===== src/rtl/alu_pkg.sv =====
// Shared constants for the ALU add sequencer: opcodes, FSM encodings and flag bit positions.
package alu_pkg;

  localparam logic [1:0] OP_ADD = 2'b00;
  localparam logic [1:0] OP_ADC = 2'b01;
  localparam logic [1:0] OP_SUB = 2'b10;
  localparam logic [1:0] OP_SBC = 2'b11;

  localparam logic [1:0] S_IDLE = 2'd0;
  localparam logic [1:0] S_EXEC = 2'd1;
  localparam logic [1:0] S_DONE = 2'd2;

  localparam int unsigned FLAG_C = 0;
  localparam int unsigned FLAG_Z = 1;
  localparam int unsigned FLAG_V = 2;
  localparam int unsigned FLAG_N = 3;

endpackage


===== src/rtl/alu_flag_gen.sv =====
// Combinational N/V/Z status from the registered adder operands and the adder sum.
module alu_flag_gen (
  input  logic [7:0] a,
  input  logic [7:0] b,
  input  logic [7:0] s,
  output logic       n,
  output logic       v,
  output logic       z
);

  assign n = s[7];
  assign z = (s == 8'h00);
  // b is already inverted for subtraction, so the plain add overflow rule covers SUB/SBC too.
  assign v = (a[7] == b[7]) && (s[7] != a[7]);

endmodule


===== src/rtl/alu_add_sequencer.sv =====
// Handshaked register/control stage around an external 8-bit ripple adder with a
// programmable settle time and a persistent chain carry for ADC/SBC.
module alu_add_sequencer
  import alu_pkg::*;
#(
  parameter int unsigned SETTLE_CYCLES = 1
) (
  input  logic       CLK,
  input  logic       RST_N,
  input  logic       IN_VALID,
  output logic       IN_READY,
  input  logic [7:0] IN_A,
  input  logic [7:0] IN_B,
  input  logic [1:0] IN_OP,
  output logic [7:0] ADD_A,
  output logic [7:0] ADD_B,
  output logic       ADD_CIN,
  input  logic [7:0] ADD_S,
  input  logic       ADD_COUT,
  output logic       OUT_VALID,
  input  logic       OUT_READY,
  output logic [7:0] RESULT,
  output logic [3:0] FLAGS
);

  logic [1:0] state_q, state_d;
  logic [3:0] cnt_q, cnt_d;
  logic [7:0] add_a_q, add_a_d;
  logic [7:0] add_b_q, add_b_d;
  logic       add_cin_q, add_cin_d;
  logic [7:0] result_q, result_d;
  logic [3:0] flags_q, flags_d;

  logic flag_n, flag_v, flag_z;

  alu_flag_gen u_flag_gen (
    .a (add_a_q),
    .b (add_b_q),
    .s (ADD_S),
    .n (flag_n),
    .v (flag_v),
    .z (flag_z)
  );

  always_comb begin
    state_d   = state_q;
    cnt_d     = cnt_q;
    add_a_d   = add_a_q;
    add_b_d   = add_b_q;
    add_cin_d = add_cin_q;
    result_d  = result_q;
    flags_d   = flags_q;
    case (state_q)
      S_IDLE: begin
        if (IN_VALID) begin
          add_a_d   = IN_A;
          add_b_d   = IN_OP[1] ? ~IN_B : IN_B;
          // ADC/SBC take the chain carry; plain ADD/SUB force 0/1.
          add_cin_d = IN_OP[0] ? flags_q[FLAG_C] : IN_OP[1];
          cnt_d     = 4'(SETTLE_CYCLES - 1);
          state_d   = S_EXEC;
        end
      end
      S_EXEC: begin
        if (cnt_q == 4'd0) begin
          result_d         = ADD_S;
          flags_d[FLAG_C]  = ADD_COUT;
          flags_d[FLAG_Z]  = flag_z;
          flags_d[FLAG_V]  = flag_v;
          flags_d[FLAG_N]  = flag_n;
          state_d          = S_DONE;
        end else begin
          cnt_d = cnt_q - 4'd1;
        end
      end
      S_DONE: begin
        if (OUT_READY) begin
          state_d = S_IDLE;
        end
      end
      default: state_d = S_IDLE;
    endcase
  end

  always_ff @(posedge CLK) begin
    if (!RST_N) begin
      state_q   <= S_IDLE;
      cnt_q     <= 4'd0;
      add_a_q   <= 8'h00;
      add_b_q   <= 8'h00;
      add_cin_q <= 1'b0;
      result_q  <= 8'h00;
      flags_q   <= 4'h0;
    end else begin
      state_q   <= state_d;
      cnt_q     <= cnt_d;
      add_a_q   <= add_a_d;
      add_b_q   <= add_b_d;
      add_cin_q <= add_cin_d;
      result_q  <= result_d;
      flags_q   <= flags_d;
    end
  end

  assign IN_READY  = (state_q == S_IDLE);
  assign OUT_VALID = (state_q == S_DONE);
  assign ADD_A     = add_a_q;
  assign ADD_B     = add_b_q;
  assign ADD_CIN   = add_cin_q;
  assign RESULT    = result_q;
  assign FLAGS     = flags_q;

endmodule


===== config.mk =====
export PLATFORM = sky130hd
export DESIGN_NAME = alu_add_sequencer
export DESIGN_NICKNAME = d
export VERILOG_FILES = /design/src/rtl/alu_pkg.sv /design/src/rtl/alu_flag_gen.sv /design/src/rtl/alu_add_sequencer.sv
export SDC_FILE = /design/constraint.sdc
export NUM_CORES = 1
export LEC_CHECK = 0
export CAP_MARGIN = 5
export CORE_MARGIN = 8
export CORE_UTILIZATION = 46
export DETAILED_ROUTE_END_ITERATION = 10
export HOLD_SLACK_MARGIN = 0.15
export PLACE_DENSITY = 0.84
export REMOVE_ABC_BUFFERS = 1
export SLEW_MARGIN = 0
export SYNTH_ARGS = -nofsm -noshare
export SYNTH_HDL_FRONTEND = slang
export SYNTH_SLANG_ARGS = --single-unit

===== constraint.sdc =====
create_clock -name CLK -period 2.53 [get_ports CLK]
set_input_delay 0.506 -clock CLK [delete_from_list [all_inputs] [get_ports CLK]]
set_output_delay 0.506 -clock CLK [all_outputs]
set_load 0.02 [all_outputs]

==> impl_metrics.tcl, run 1 <==
set metrics [dict create \
    start_kind "register" \
    fin_cells 272 \
    mappedNetlistArea_um2 1550 \
    post-dp-hpwl_mm 2.67 \
    drt-total-wl_mm 3.69 \
    drive_above_1_share_pct 7.08 \
    cp.required_ns 2.02 \
    htreeDepth 2 \
    path_delay_family "buffers and inverters" \
    dp.cells 264 \
    start_util_pct 47.2 \
    synthCells 168 \
    slowest_stage "clkdlybuf4s50_1" \
    crit_arrival_ns 1.73 \
    syn2layout_area_growth_pct 45.1 \
    cap_violations 0 \
    postCtsResizedCells 0 \
    hp-start "ADD_A[6]" \
    setup_viol 0 \
    wl_per_cell_um 13.6 \
    die_y_um 74.0 \
    grt.total_usage_pct 14.0 \
    gp_congestion 0.755 \
    crit_start "state_q[1]" \
    ioPinCount 62 \
    p_leak_nw 0.892 \
    clk_latency_ns 0.33 \
    num_vias 1365 \
    yosysWarnings 0 \
    period_needed_ns 2.23 \
    cts_tree "yes" \
    row_count 21 \
    powerDensity_nw_per_um2 841 \
    antenna_found_initial 0 \
    grt_pass1_wl_mm 6.09 \
    finalCritPeriodShare_pct 88.3 \
    first_global_vias 1367 \
    ir_drop_mv 0.478 \
    fin_skew_ns 0.00775 \
    core_area_um2 3280 \
    yosys.cell_types.count 32 \
    clk_pin_slew_ns 0.10 \
    cp-end-kind "primary output" \
    status "complete, no violations" \
    overflow 0 \
    avgSynthCellArea_um2 9.22 \
    cpPeakStageDelay_ns 0.63 \
    grt_max_degree 37 \
    nets 257 \
    cts-root-buf "clkbuf_4" \
    worstMarginPinSlew_ns 0.471 \
    first_iter_violations 120 \
    rsz0062_at_grt "no" \
    cts_hold_buf 0 \
    worstPathMaxFanout 11 \
    io_buffers 61 \
    hp-class "register to register" \
    relSlewSlack_pct 68.5 \
    synth-seq-cells 34 \
    cts_made_buffers 5 \
    ys_seq_area_share_pct 43.9 \
    drv_slew 0 \
    cts_buffer_depth 2 \
    clock.fmax_ghz 0.447 \
    design.die.area_um2 5480 \
    clock_sinks 34 \
    antenna_left 0 \
    drt-vias-per-instance 5.02 \
    path_cells "nor2b_1 -> clkdlybuf4s50_1" \
    first_pass_iters 4 \
    worstReg2RegStart "cnt_q[0]" \
    diodes 0 \
    critPathKind "register to primary output" \
    cp.buffers_inverters 1 \
    post_cts_buffers 0 \
    drcViolationCount 0 \
    die_x_um 74.0 \
    setup_tns_ns 0 \
    hold_violations 0 \
]
[registers in the layout (all words and copies together), names as in the netlist]
name	count
cnt_q	4
FLAGS	3
RESULT	8
ADD_A	8
state_q	2
ADD_B	8
ADD_CIN	1
[layout by cell type (no fill, tap or decap), types with 4 or more instances in the layout]
cell             Yosys  layout
a21boi_0            17      17
buf_4                2       4
clkbuf_4             0       5
clkdlybuf4s50_1      0      61
dfxtp_1             34      34
nand2_1             25      25
nand3_1             12      12
o211a_1             10      10
o21ai_0             10      10
xnor2_1              8       8
[synthesized netlist by cell type]
cell type	instances	area [um^2]
mux2i_1	3	30.0
nor4_1	3	18.8
o21ai_0	10	50.1
inv_1	2	7.51
nand2_1	25	93.8
a21boi_0	17	128
buf_4	2	15.0
nor4b_1	2	17.5
or3_1	1	6.26
o211ai_1	1	7.51
clkbuf_1	6	22.5
or3b_1	1	8.76
or4b_1	1	10.0
xnor2_1	8	70.1
and4bb_4	1	16.3
nand3_1	12	60.1
nor3b_4	1	18.8
nand4_1	2	12.5
nand2b_1	1	6.26
o211a_1	10	100
buf_6	1	11.3
dfxtp_1	34	681
nand3b_1	3	22.5
o31ai_1	1	7.51
buf_2	6	30.0
ha_1	1	12.5
or3b_2	2	17.5
nor2_1	3	11.3
o21a_1	1	7.51
a21boi_1	3	22.5
nor2b_1	3	18.8
nor3b_1	1	7.51
[cell type report]
class | count | area, um^2
Sequential cell | 34 | 681
Tap cell | 46 | 57.6
Timing Repair Buffer | 65 | 641
Fill cell | 280 | 1040
Multi-Input combinational cell | 117 | 782
Inverter | 2 | 7.51
Clock buffer | 8 | 78.8
[final timing paths]
kind	to	slack [ns]	cells past startpoint
worst max-delay path	OUT_VALID	0.30	2
worst min-delay path	ADD_A[6]	0.47	2
worst max register to register	RESULT[0]	0.96	5
worst min register to register	ADD_A[6]	0.47	2
[layer usage]
layer	share of wire [%]	vias to the layer above	GRT usage, %
met4	1.1	0	5.32
li1	-	705	-
met2	44	40	21.3
met1	46	615	16.7
met5	0	-	0
met3	8.9	5	6.60
[stage by stage]
stage / hold WS (ns) / utilization [%] / total power [mW] / instance area [um^2] / setup slack, ns
3_5_place_dp: 0.455 / 66.0 / 1.54 / 2170 / 0.555
3_3_place_gp: 0.451 / 66.0 / 1.53 / 2170 / 0.578
2_1_floorplan: 0.451 / - / 1.17 / 1470 / 0.830
5_1_grt: 0.487 / 68.4 / 2.01 / 2250 / 0.191
6_report: 0.465 / 68.4 / 1.89 / 2250 / 0.295
4_1_cts: 0.470 / 68.4 / 1.90 / 2250 / 0.276
[worst min-delay path: stages, from the launching register on]
cell and delay, ns:
dfxtp_1 0.32, nand2_1 0.04, a21boi_0 0.06
[logic make-up (layout without fill, tap and decap cells)]
| kind of cell | after synthesis | after routing | synth area share (%) |
|---|---|---|---|
| xor+xnor | 8 | 8 | 4.52 |
| simple gates | 62 | 62 | 22.4 |
| buf+inv | 17 | 75 | 5.57 |
| flops | 34 | 34 | 43.9 |
| compound gates | 43 | 43 | 20.8 |
| fa+ha+maj | 1 | 1 | 0.808 |
| mux | 3 | 3 | 1.94 |
[power by group]
part	internal (mW)	switching (mW)	leakage [nW]
combinational	0.377	0.423	0.568
sequential	0.638	0.0828	0.279
clock	0.190	0.180	0.0446
(Power assumes the default switching activity.)
==> run 2: changes to the inputs <==
- REMOVE_ABC_BUFFERS: 1 -> not set
==> run 2 against run 1 <==
Cell count is 0.37% lower. Count of clock-buffer cells in the layout is 2 lower. Routed wire length is 5.2% higher. Register-to-register slack worse by 0.06 ns. Clock power is 12% higher. Critical endpoint unchanged. Combinational power is 1% higher. Critical path depth stayed put.
==> impl_metrics.tcl, run 2 (synthesis results as in run 1) <==
set metrics [dict create \
    status "complete, no violations" \
    clock.fmax_ghz 0.478 \
    p_clk_share_pct 21.4 \
    drt-vias-per-instance 5.08 \
    post-dp-hpwl_mm 2.81 \
    cp.required_ns 2.02 \
    core_area_um2 3280 \
    antenna_found_initial 0 \
    drv_slew 0 \
    cap_violations 0 \
    grt_max_degree 37 \
    switchingPower_mw 0.688 \
    clk_pin_slew_ns 0.10 \
    wl_per_cell_um 14.3 \
    seq_area_um2 681 \
    start_util_pct 47.2 \
    fin_cells 271 \
    multi_input_area_um2 782 \
    grt.total_usage_pct 15.0 \
    worstMarginPinSlew_ns 0.748 \
    finalCritPeriodShare_pct 82.7 \
    critPathKind "register to primary output" \
    rsz0062_at_grt "no" \
    cts_buffer_depth 2 \
    die_y_um 74.0 \
    most-common-layout-cells "clkdlybuf4s50_1 (61), dfxtp_1 (34), nand2_1 (25)" \
    die_x_um 74.0 \
    fillers 276 \
    reg2reg_to "FLAGS[2]" \
    seqPwrFrac_pct 36.8 \
    worstSetupEndpoint "OUT_VALID" \
    reg2reg_setup_slack_ns 0.90 \
    cp-end-kind "primary output" \
    fin_skew_ns 0.0138 \
    synth_fp_nets 200 \
    setup_tns_ns 0 \
    setup_viol 0 \
    place_ws_ns 0.557 \
    pwr-share-comb_pct 41.8 \
    cts-root-buf "clkbuf_4" \
    nets 257 \
    p_total_mw 1.93 \
    syn2layout_area_growth_pct 45.2 \
    powerDensity_nw_per_um2 859 \
    post-route-util_pct 68.5 \
    drcViolationCount 0 \
    first_global_vias 1353 \
    ioPinCount 62 \
    p_leak_nw 0.892 \
    ir_drop_mv 0.439 \
    layout.cells.most_common "clkdlybuf4s50_1" \
    clk_latency_ns 0.34 \
    htreeDepth 2 \
    post_cts_buffers 0 \
    r2r_cells 3 \
    clock_sinks 34 \
    postCtsResizedCells 0 \
    grt_pass1_wl_mm 6.33 \
    hp-class "register to register" \
    p_sw_share_pct 35.6 \
    cts_tree "yes" \
    drive_above_1_share_pct 6.67 \
    design.die.area_um2 5480 \
    start_kind "register" \
    worstReg2RegStart "state_q[0]" \
    antenna_left 0 \
    gp_congestion 0.820 \
    relSlewSlack_pct 50.0 \
    internal_power_mw 1.25 \
    row_count 21 \
    diodes 0 \
    hold_violations 0 \
    dp.cells 264 \
    layout_setup_ws_ns 0.437 \
    worstPathMaxFanout 9 \
    crit_arrival_ns 1.59 \
    crit_start "state_q[0]" \
    num_vias 1376 \
    cts_made_buffers 5 \
    cts_hold_buf 0 \
    period_needed_ns 2.09 \
    drt-total-wl_mm 3.88 \
    first_iter_violations 99 \
    first_pass_iters 6 \
    io_buffers 61 \
    overflow 0 \
]
==> run 2: cell types whose count changed in the layout (fill, tap and decap cells not counted) <==
| cell | previous run | this run |
|---|---|---|
| clkbuf_8 | 3 | 1 |
| bufinv_16 | 0 | 1 |
==> run 2: how the worst min path moves through the flow <==
stage / slack, ns / from / endpoint / depth (start not counted)
final: 0.46 / ADD_A[6] / ADD_A[6] / 2
after global routing: 0.49 / ADD_A[0] / ADD_A[0] / 2
after CTS: 0.47 / ADD_A[6] / ADD_A[6] / 2
after detailed placement: 0.46 / ADD_A[6] / ADD_A[6] / 2
after global placement: 0.45 / ADD_A[6] / ADD_A[6] / 2
after floorplan: 0.45 / cnt_q[1] / cnt_q[1] / 2
==> run 2: metrics by stage <==
stage               hold slack [ns]  cell area (um^2)
CTS                           0.468              2250
finish                        0.465              2250
global route                  0.494              2250
floorplan                     0.451              1550
global placement              0.451              2170
detailed placement            0.457              2170
==> run 2: routing by layer <==
layer | vias up | share of wire [%] | global-route usage (%)
met5 | - | 0 | 0
met4 | 0 | 1.5 | 6.65
met3 | 6 | 11 | 8.49
met2 | 50 | 45 | 22.8
met1 | 615 | 43 | 16.8
li1 | 705 | - | -
==> run 2: cell type report <==
class / instances / share of cell area [%]
multi-input cells: 117 / 34.8
flip-flops and latches: 34 / 30.3
clock buffers: 6 / 2.28
repair buffers: 65 / 28.5
inverters: 2 / 0.334
clock inverters: 1 / 1.33
well taps: 46 / 2.56
==> run 2: critical path, stage by stage, from the launching register on <==
cell	delay, ns
dfxtp_1	0.42
nor2b_1	0.20
clkdlybuf4s50_1	0.64
==> run 2: power by group through the flow <==
| stage | logic [mW] | registers [mW] | clock network [mW] |
|---|---|---|---|
| floorplan | 0.434 | 0.794 | 0 |
| global placement | 0.800 | 0.718 | 0 |
| detailed placement | 0.809 | 0.725 | 0 |
| CTS | 0.816 | 0.713 | 0.422 |
| global route | 0.878 | 0.729 | 0.442 |
| finish | 0.808 | 0.712 | 0.413 |
==> run 3: changes to the inputs <==
- CORE_UTILIZATION: 46 -> 38
- PLACE_DENSITY: 0.84 -> 0.75
- clock period: 2.53 -> 1.7 ns (I/O delays scaled with it)
==> run 3 against run 2 <==
Worst setup slack worse by 0.36 ns. Sequential share of layout area down 1.3 points. Critical path depth down 1. Clock power up 77%. Sequential cell count unchanged. Power up 58%. Count of clock-buffer cells in the layout unchanged. Cell area up 4.4%.
==> impl_metrics.tcl, run 3 (synthesis results as in run 1) <==
set metrics [dict create \
    status "complete, no violations" \
    cp.required_ns 1.36 \
    clk_latency_ns 0.29 \
    row_count 23 \
    die_x_um 79.8 \
    hold_violations 0 \
    nets 262 \
    hp-class "register to register" \
    hold_ws_ns 0.466 \
    cp.depth 1 \
    critPathKind "register to primary output" \
    worstPathMaxFanout 4 \
    fin_cells 281 \
    first_iter_violations 45 \
    drcViolationCount 0 \
    crit_arrival_ns 1.28 \
    drive_above_1_share_pct 9.09 \
    grt.total_usage_pct 12.7 \
    wl_per_cell_um 14.1 \
    finalCritPeriodShare_pct 95.5 \
    place_ws_ns -0.0936 \
    clk_pin_slew_ns 0.07 \
    cp.buffers_inverters 1 \
    layout.cells.most_common "clkdlybuf4s50_1" \
    grt_pass1_wl_mm 6.52 \
    io_buffers 61 \
    cts_made_buffers 5 \
    period_needed_ns 1.62 \
    slowest_stage "clkdlybuf4s50_1" \
    first_global_vias 1421 \
    r2r_cells 5 \
    gp_congestion 0.757 \
    post-dp-hpwl_mm 2.85 \
    cts_tree "yes" \
    path_delay_family "buffers and inverters" \
    start_kind "register" \
    synth_fp_nets 200 \
    core_area_um2 3970 \
    most-common-layout-cells "clkdlybuf4s50_1 (58), dfxtp_1 (34), nand2_1 (25)" \
    cts_hold_buf 0 \
    relSlewSlack_pct 73.2 \
    first_pass_iters 4 \
    p_leak_nw 0.951 \
    grt_max_degree 37 \
    overflow 0 \
    num_vias 1406 \
    antenna_left 0 \
    cpPeakStageDelay_ns 0.63 \
    dp.cells 273 \
    clock.fmax_ghz 0.616 \
    antenna_found_initial 0 \
    drt-total-wl_mm 3.95 \
    syn2layout_area_growth_pct 51.6 \
    ir_drop_mv 0.645 \
    layout_setup_ws_ns 0.0773 \
    clock_sinks 34 \
    drt-vias-per-instance 5.00 \
    ioPinCount 62 \
    cap_violations 0 \
    diodes 0 \
    path_cells "clkdlybuf4s50_1" \
    min_path_cells 2 \
    design.die.area_um2 6380 \
    rsz0062_at_grt "no" \
    start_util_pct 39.0 \
    cts_buffer_depth 2 \
    fin_skew_ns 0.00870 \
    worstMarginPinSlew_ns 0.402 \
    htreeDepth 2 \
    powerDensity_nw_per_um2 1300 \
    cts-root-buf "clkbuf_8" \
    cp-end-kind "primary output" \
    setup_viol 0 \
    post-route-util_pct 59.1 \
    drv_slew 0 \
    die_y_um 79.8 \
]
run 3: final timing paths:
path / from / end / slack [ns]
max reg2reg: cnt_q[0] / cnt_q[1] / 0.15
min reg2reg: ADD_A[3] / ADD_A[3] / 0.47
max: ADD_B[7] / ADD_B[7] / 0.08
min: ADD_A[3] / ADD_A[3] / 0.47
run 3: routing by layer:
layer	global-route usage (%)	up-vias	share of wire, %
met5	0	-	0
met4	3.82	0	0.61
met3	8.56	4	13
met2	18.0	48	43
met1	15.0	642	44
li1	-	712	-
run 3: tightest hold or removal path, cell delays in order, from the launching register on:
cell	delay (ns)
dfxtp_1	0.31
nand2_1	0.05
a21boi_0	0.06
run 3: repair_timing:
action                                 4_1_cts  5_1_grt
gates cloned                                 0        0
endpoints found under the hold margin        0        0
setup endpoints to repair                    2        9
resized for setup                            2        2
buffers inserted                             0        0
run 3: stage by stage:
stage / instance area (um^2) / power, mW / setup TNS [ns]
after global routing: 2350 / 3.26 / 0
after detailed placement: 2240 / 2.34 / -0.443
after global placement: 2240 / 2.32 / -0.139
final: 2350 / 3.05 / 0
after CTS: 2340 / 3.07 / 0
after floorplan: 1550 / 1.83 / 0
run 3: where the power goes:
group	switching (mW)	internal, mW
sequential	0.101	0.951
clock	0.295	0.437
combinational	0.662	0.607
total	1.06	2.00
run 3: cell type report:
type	instances	area, um^2
Multi-Input combinational cell	117	785
Sequential cell	34	681
Fill cell	355	1620
Clock inverter	2	37.5
Timing Repair Buffer	70	703
Inverter	2	7.51
Clock buffer	6	72.6
Tap cell	50	62.6
